===== src/rtl/mu0_control.sv =====
// mu0_control: fetch/execute control state machine for the MU0 16-bit processor.
// It drives the datapath mux selects, the register load enables, the ALU function
// code and the memory request strobes. These are decoded from the state and, in
// EXECUTE, from the opcode F and the accumulator flags N/Z.
// Optional feature macro: MU0_WAIT_EN adds the mem_rdy handshake. A memory
// access that is not ready holds the state and suppresses every register enable.
module mu0_control (
    input  logic       clk,
    input  logic       rst_n,
`ifdef MU0_WAIT_EN
    input  logic       mem_rdy,
`endif
    input  logic [3:0] F,
    input  logic       N,
    input  logic       Z,
    output logic       Addr_sel,
    output logic       X_sel,
    output logic       Y_sel,
    output logic [1:0] ALU_fs,
    output logic       PC_En,
    output logic       IR_En,
    output logic       ACC_En,
    output logic       MEMrq,
    output logic       RnW,
    output logic       Halted
);

    typedef enum logic [1:0] {
        INIT    = 2'b00,
        FETCH   = 2'b01,
        EXECUTE = 2'b10,
        HALT    = 2'b11
    } state_t;

    localparam logic [3:0] OP_LDA = 4'h0;
    localparam logic [3:0] OP_STA = 4'h1;
    localparam logic [3:0] OP_ADD = 4'h2;
    localparam logic [3:0] OP_SUB = 4'h3;
    localparam logic [3:0] OP_JMP = 4'h4;
    localparam logic [3:0] OP_JGE = 4'h5;
    localparam logic [3:0] OP_JNE = 4'h6;
    localparam logic [3:0] OP_STP = 4'h7;

    localparam logic [1:0] FS_Y   = 2'b00;
    localparam logic [1:0] FS_ADD = 2'b01;
    localparam logic [1:0] FS_INC = 2'b10;
    localparam logic [1:0] FS_SUB = 2'b11;

    state_t state;
    logic   stall;
    logic   jump_taken;
    logic   pc_en_raw;
    logic   ir_en_raw;
    logic   acc_en_raw;

    assign jump_taken = (F == OP_JMP) ||
                        ((F == OP_JGE) && !N) ||
                        ((F == OP_JNE) && !Z);

    // Decode the control word from state and opcode; enables are gated by stall later
    always_comb begin
        Addr_sel   = 1'b0;
        X_sel      = 1'b0;
        Y_sel      = 1'b0;
        ALU_fs     = FS_Y;
        MEMrq      = 1'b0;
        RnW        = 1'b0;
        pc_en_raw  = 1'b0;
        ir_en_raw  = 1'b0;
        acc_en_raw = 1'b0;
        case (state)
            FETCH: begin
                Addr_sel  = 1'b0;
                MEMrq     = 1'b1;
                RnW       = 1'b1;
                ir_en_raw = 1'b1;
                X_sel     = 1'b1;
                ALU_fs    = FS_INC;
                pc_en_raw = 1'b1;
            end
            EXECUTE: begin
                case (F)
                    OP_LDA: begin
                        Addr_sel   = 1'b1;
                        MEMrq      = 1'b1;
                        RnW        = 1'b1;
                        Y_sel      = 1'b0;
                        ALU_fs     = FS_Y;
                        acc_en_raw = 1'b1;
                    end
                    OP_STA: begin
                        Addr_sel = 1'b1;
                        MEMrq    = 1'b1;
                        RnW      = 1'b0;
                        X_sel    = 1'b0;
                    end
                    OP_ADD, OP_SUB: begin
                        Addr_sel   = 1'b1;
                        MEMrq      = 1'b1;
                        RnW        = 1'b1;
                        X_sel      = 1'b0;
                        Y_sel      = 1'b0;
                        ALU_fs     = (F == OP_ADD) ? FS_ADD : FS_SUB;
                        acc_en_raw = 1'b1;
                    end
                    OP_JMP, OP_JGE, OP_JNE: begin
                        if (jump_taken) begin
                            Y_sel     = 1'b1;
                            ALU_fs    = FS_Y;
                            pc_en_raw = 1'b1;
                        end
                    end
                    default: begin
                    end
                endcase
            end
            default: begin
            end
        endcase
    end

`ifdef MU0_WAIT_EN
    assign stall = MEMrq & ~mem_rdy;
`else
    assign stall = 1'b0;
`endif

    assign PC_En  = pc_en_raw  & ~stall;
    assign IR_En  = ir_en_raw  & ~stall;
    assign ACC_En = acc_en_raw & ~stall;

    // Sequence INIT -> FETCH <-> EXECUTE -> HALT; Halted latches on the edge into HALT
    always_ff @(posedge clk or negedge rst_n) begin
        if (!rst_n) begin
            state  <= INIT;
            Halted <= 1'b0;
        end else begin
            case (state)
                INIT: begin
                    state <= FETCH;
                end
                FETCH: begin
                    if (!stall) begin
                        state <= EXECUTE;
                    end
                end
                EXECUTE: begin
                    if (!stall) begin
                        if (F == OP_STP) begin
                            state  <= HALT;
                            Halted <= 1'b1;
                        end else begin
                            state <= FETCH;
                        end
                    end
                end
                default: begin
                    state <= HALT;
                end
            endcase
        end
    end

endmodule


===== config.mk =====
export PLATFORM = sky130hd
export DESIGN_NAME = mu0_control
export DESIGN_NICKNAME = d
export VERILOG_FILES = /design/src/rtl/mu0_control.sv
export SDC_FILE = /design/constraint.sdc
export NUM_CORES = 1
export LEC_CHECK = 0
export BUFFER_PORTS_ARGS = -buffer_cell sky130_fd_sc_hd__clkbuf_2
export CAP_MARGIN = 20
export CORE_AREA = 2 2 39 41
export DETAILED_ROUTE_END_ITERATION = 8
export DIE_AREA = 0 0 41 43
export PLACE_DENSITY_LB_ADDON = 0.1
export SLEW_MARGIN = 30
export SYNTH_ARGS = -nofsm -noshare
export SYNTH_HDL_FRONTEND = slang
export SYNTH_SLANG_ARGS = --single-unit

===== constraint.sdc =====
create_clock -name clk -period 2.18 [get_ports clk]
set_input_delay 0.327 -clock clk [delete_from_list [all_inputs] [get_ports clk]]
set_output_delay 0.327 -clock clk [all_outputs]
set_load 0.02 [all_outputs]

## Word-level counts from Yosys, hierarchy flattened

Index checks and enable logic that the tools add are counted.

- Register bits after elaboration: 3
- Input bits: 8
- Logic and storage cells: 40

- Eq/ne operators: 9
- Muxes and demuxes: 16
- Reduce and logical (&&, ||, !) cells: 13

Operators with widths:

| operator | count |
|---|---|
| $eq 4x3->1 const B | 4 |
| $eq 4x2->1 const B | 2 |
| $mux 1 | 8 |
| $mux 2 | 3 |
| $pmux 1 s2 | 3 |
| $pmux 2 s3 | 1 |
| $reduce_or 3->1 | 2 |
| $eq 4x1->1 const B | 1 |
| $logic_not 4->1 | 1 |
| $pmux 2 s2 | 1 |
| $reduce_or 4->1 | 1 |
| $eq 2x1->1 const B | 1 |
| $eq 2x2->1 const B | 1 |
| $logic_and 1x1->1 | 2 |
| $logic_not 1->1 | 2 |
| $logic_not 2->1 | 1 |
| $logic_or 1x1->1 | 2 |
| $reduce_and 2->1 | 1 |
| $reduce_or 2->1 | 1 |

## Logic depth before layout (Yosys ltp)

- Depth in word-level cells: 7
- Mapped depth: 5
- Depth with buffers taken out: 5

## Least setup slack after synthesis

OpenSTA, ideal clock, no wires.

- Path type: register to output
- From: register state[0]
- To: output RnW
- Arrival: 1.566 ns
- Data required time: 1.853 ns
- Path slack: 0.287 ns
- Stages on the path, launching flop included: 6
- Path through: dfrtp_1 > inv_1 > ha_1 > nor3b_4 > a21boi_2 > o21a_1

- Longest elaborated chain between the ends: 2

Ends and longest elaborated chain:

| what | line | RTL |
|---|---|---|
| start: declaration | 49 | `state_t state;` |
| start signal: assignment | 135 | `state <= INIT;` |
| start signal: assignment | 140 | `state <= FETCH;` |
| start signal: assignment | 144 | `state <= EXECUTE;` |
| $eq 2x2->1 / $eq 2x1->1 (equally long branches) | 71 | `case (state)` |
| $pmux 1 s2 (*) | 71 |  |
| end: declaration | 24 | `output logic RnW,` |

Every way passes the cells marked *; elsewhere a longest branch is shown, timed or not.

## Final worst setup path

Same ends and word-level chain as after synthesis.

==> load_flow_metrics.sql <==
INSERT INTO impl_metrics (metric_group, metric, value, unit) VALUES
('pwr', 'post-layout-total-power', '560', 'uW'),
('detailed_routing', 'route.detailed.wl_per_inst', '9.52', 'um'),
('cts', 'clk_latency', '0.23', 'ns'),
('timing', 'final_critical_period', '1.94', 'ns'),
('detailed_routing', 'total_via_count_after_detailed_routing', '275', ''),
('timing', 'finalSetupTns', '0', 'ns'),
('cts', 'cts.sink_count', '3', ''),
('logic_synthesis', 'edff_count_synth', '0', ''),
('timing', 'maxClockFrequency', '515', 'MHz'),
('setup_path', 'timing_worst_setup_path_type', 'reg2out', ''),
('timing', 'setup_viol_count_final', '0', ''),
('floorplan', 'die_width', '41', 'um'),
('cts', 'cts-root-buf', 'sky130_fd_sc_hd__clkbuf_4', ''),
('floorplan', 'height_of_the_die', '43', 'um'),
('timing', 'timing.final.max_slew_violations', '0', ''),
('status', 'outcome', 'completed', ''),
('timing', 'finalHoldViolations', '0', ''),
('floorplan', 'core_area', '1380', 'um2'),
('cts', 'post_cts_resize_count', '0', ''),
('layout', 'commonest_non_fill_non_tap_cell_in_the_layout', 'sky130_fd_sc_hd__clkbuf_2', ''),
('global_routing', 'grt.busiest_layer', 'met2', ''),
('global_routing', 'met2_track_usage_gr', '0.109', ''),
('detailed_routing', 'drtIter0Drc', '0', ''),
('setup_path', 'setup.worst_path.end_class', 'output port', ''),
('global_routing', 'initial_antenna_violation_count', '0', ''),
('floorplan', 'placement_rows', '14', ''),
('detailed_routing', 'drtPass1Iterations', '1', ''),
('pwr', 'power_density', '1360', 'nW/um2'),
('logic_synthesis', 'yosysSeqAreaShare', '0.276', ''),
('logic_synthesis', 'synth.cell_area', '272', 'um2'),
('cts', 'clock_pin_transition_on_the_worst_setup_and_hold_timing_paths', '0.04', 'ns'),
('placed_design', 'routabilityCongestion', '0.549', ''),
('layout', 'nNetsFinal', '66', ''),
('detailed_routing', 'detail-route-antenna-nets', '0', ''),
('floorplan', 'die_area', '1760', 'um2'),
('logic_synthesis', 'yosys_warnings', '0', ''),
('cts', 'cts_made_buffers', '3', ''),
('setup_path', 'ff2ff_path_depth', '5', ''),
('logic_synthesis', 'avg_cell_area_syn', '8.76', 'um2'),
('logic_synthesis', 'synth.net_count', '43', ''),
('global_routing', 'first_global_vias', '240', ''),
('pwr', 'power.leakage', '0.000232', 'uW'),
('timing', 'grt_setup_unrepaired', 'false', ''),
('setup_path', 'slowest_stage', 'sky130_fd_sc_hd__dfrtp_1', ''),
('logic_synthesis', 'synth_flop_cell', 'sky130_fd_sc_hd__dfrtp_1', ''),
('setup_path', 'timing.rr.end', 'state[1]$_DFF_PN0_', ''),
('timing', 'fin_worst_skew', '0.000224', 'ns'),
('global_routing', 'global_route.overflow_total', '0', ''),
('global_routing', 'grt_pass1_wl', '979', 'um'),
('logic_synthesis', 'synth_seq_cells', '3', ''),
('setup_path', 'worst_case_register_to_register_setup_slack', '0.93', 'ns'),
('global_routing', 'grt_util_all_layers', '0.0864', ''),
('flow_run', 'max_cap_violations', '0', ''),
('logic_synthesis', 'fraction_of_registers_with_async_set_reset', '1.00', ''),
('logic_synthesis', 'synth.distinct_cells', '17', ''),
('global_routing', 'use_met3', '0.0366', ''),
('setup_path', 'cp.required', '1.85', 'ns'),
('layout', 'drive_gt1_frac', '0.434', ''),
('setup_path', 'path_cells', 'inv_1 -> ha_1 -> nor3b_4 -> a21boi_2 -> o21a_1 -> clkbuf_2', ''),
('detailed_routing', 'postRouteWirelength', '657', 'um'),
('layout', 'mostFrequentLayoutCells', 'sky130_fd_sc_hd__clkbuf_2 (18), sky130_fd_sc_hd__inv_1 (5), sky130_fd_sc_hd__nor2_1 (4), sky130_fd_sc_hd__ha_1 (4)', ''),
('layout', 'n_antenna_cell', '0', ''),
('placed_design', 'buffer_ports.inserted', '18', ''),
('detailed_routing', 'drcViolationCount', '0', ''),
('timing', 'tightest_slew', '0.240', 'ns'),
('global_routing', 'pin_count_of_the_biggest_net_entering_global_routing', '8', ''),
('layout', 'synthToLayoutAreaGrowth', '51.2', '%'),
('setup_path', 'cp_data_arrival_time', '1.61', 'ns'),
('cts', 'clock_tree.htree_level_count', '1', ''),
('setup_path', 'rr_startpoint', 'state[0]$_DFF_PN0_', ''),
('setup_path', 'startpoint_type', 'flip-flop', '');
[flip-flops by register name (all words and copies together) (netlist names)]
name	flops
state	2
Halted	1
[critical path: cells and delay by family (launching register included)]
kind            cells  cell delay (ns)
compound gates      2             0.35
fa+ha+maj           1             0.15
buf+inv             2             0.23
flops               1             0.41
simple gates        1             0.25
[power by group]
part / total (uW) / internal (uW) / switching, uW / leakage (uW)
Clock: 96.2 / 68.5 / 27.6 / 0.0000150
Sequential: 104 / 83.5 / 20.1 / 0.0000333
Combinational: 360 / 138 / 223 / 0.000184
[layer usage]
layer  routed length, um  share of wire
met5                   0              0
met4                   0              0
met3                  75           0.11
met2                 328           0.50
met1                 253           0.39
[final cells by class]
cell class                 instances  area [um2]
fill                             154         973
inverter                           5        18.8
timing repair buffer              19         100
multi-input combinational         22         170
clock buffer                       4        26.3
tap                               16        20.0
sequential                         3        75.1
[synth_stat cells (all sizes together), types with 3 or more instances]
cell / instances / share of area
and2: 3 / 0.069
nor2: 4 / 0.055
inv: 5 / 0.069
ha: 4 / 0.18
dfrtp: 3 / 0.28
[how the worst max path moves through the flow]
stage	start	end	slack, ns
after global placement	state[0]$_DFF_PN0_	RnW	0.48
after global routing	state[0]$_DFF_PN0_	RnW	0.13
after detailed placement	state[0]$_DFF_PN0_	RnW	0.47
after floorplan	state[0]$_DFF_PN0_	RnW	0.29
after CTS	state[0]$_DFF_PN0_	RnW	0.22
final	state[0]$_DFF_PN0_	RnW	0.24
[cells by family (layout without fill, tap and decap cells)]
family | after synthesis | after routing | share of synthesized area
AO/OA/AOI/OAI | 6 | 6 | 0.161
adder cells (fa/ha/maj) | 4 | 4 | 0.184
buffers and inverters | 6 | 28 | 0.0968
flip-flops | 3 | 3 | 0.276
AND/OR/NAND/NOR | 12 | 12 | 0.281
[what timing repair did]
item                                   4_1_cts  5_1_grt
buffers inserted                             0        0
hold buffers                                 1        0
endpoints found under the hold margin        3        0
[per-stage QoR]
step	hold WS [ns]	util	area [um2]	std cells	setup WS, ns
finish	0.427	0.297	410	69	0.238
CTS	0.418	0.297	410	69	0.219
global placement	0.127	0.270	374	64	0.484
floorplan	0.0314	-	272	31	0.287
detailed placement	0.126	0.270	374	64	0.469
global route	0.424	0.297	410	69	0.129
Power figures use the tool's default switching activity.
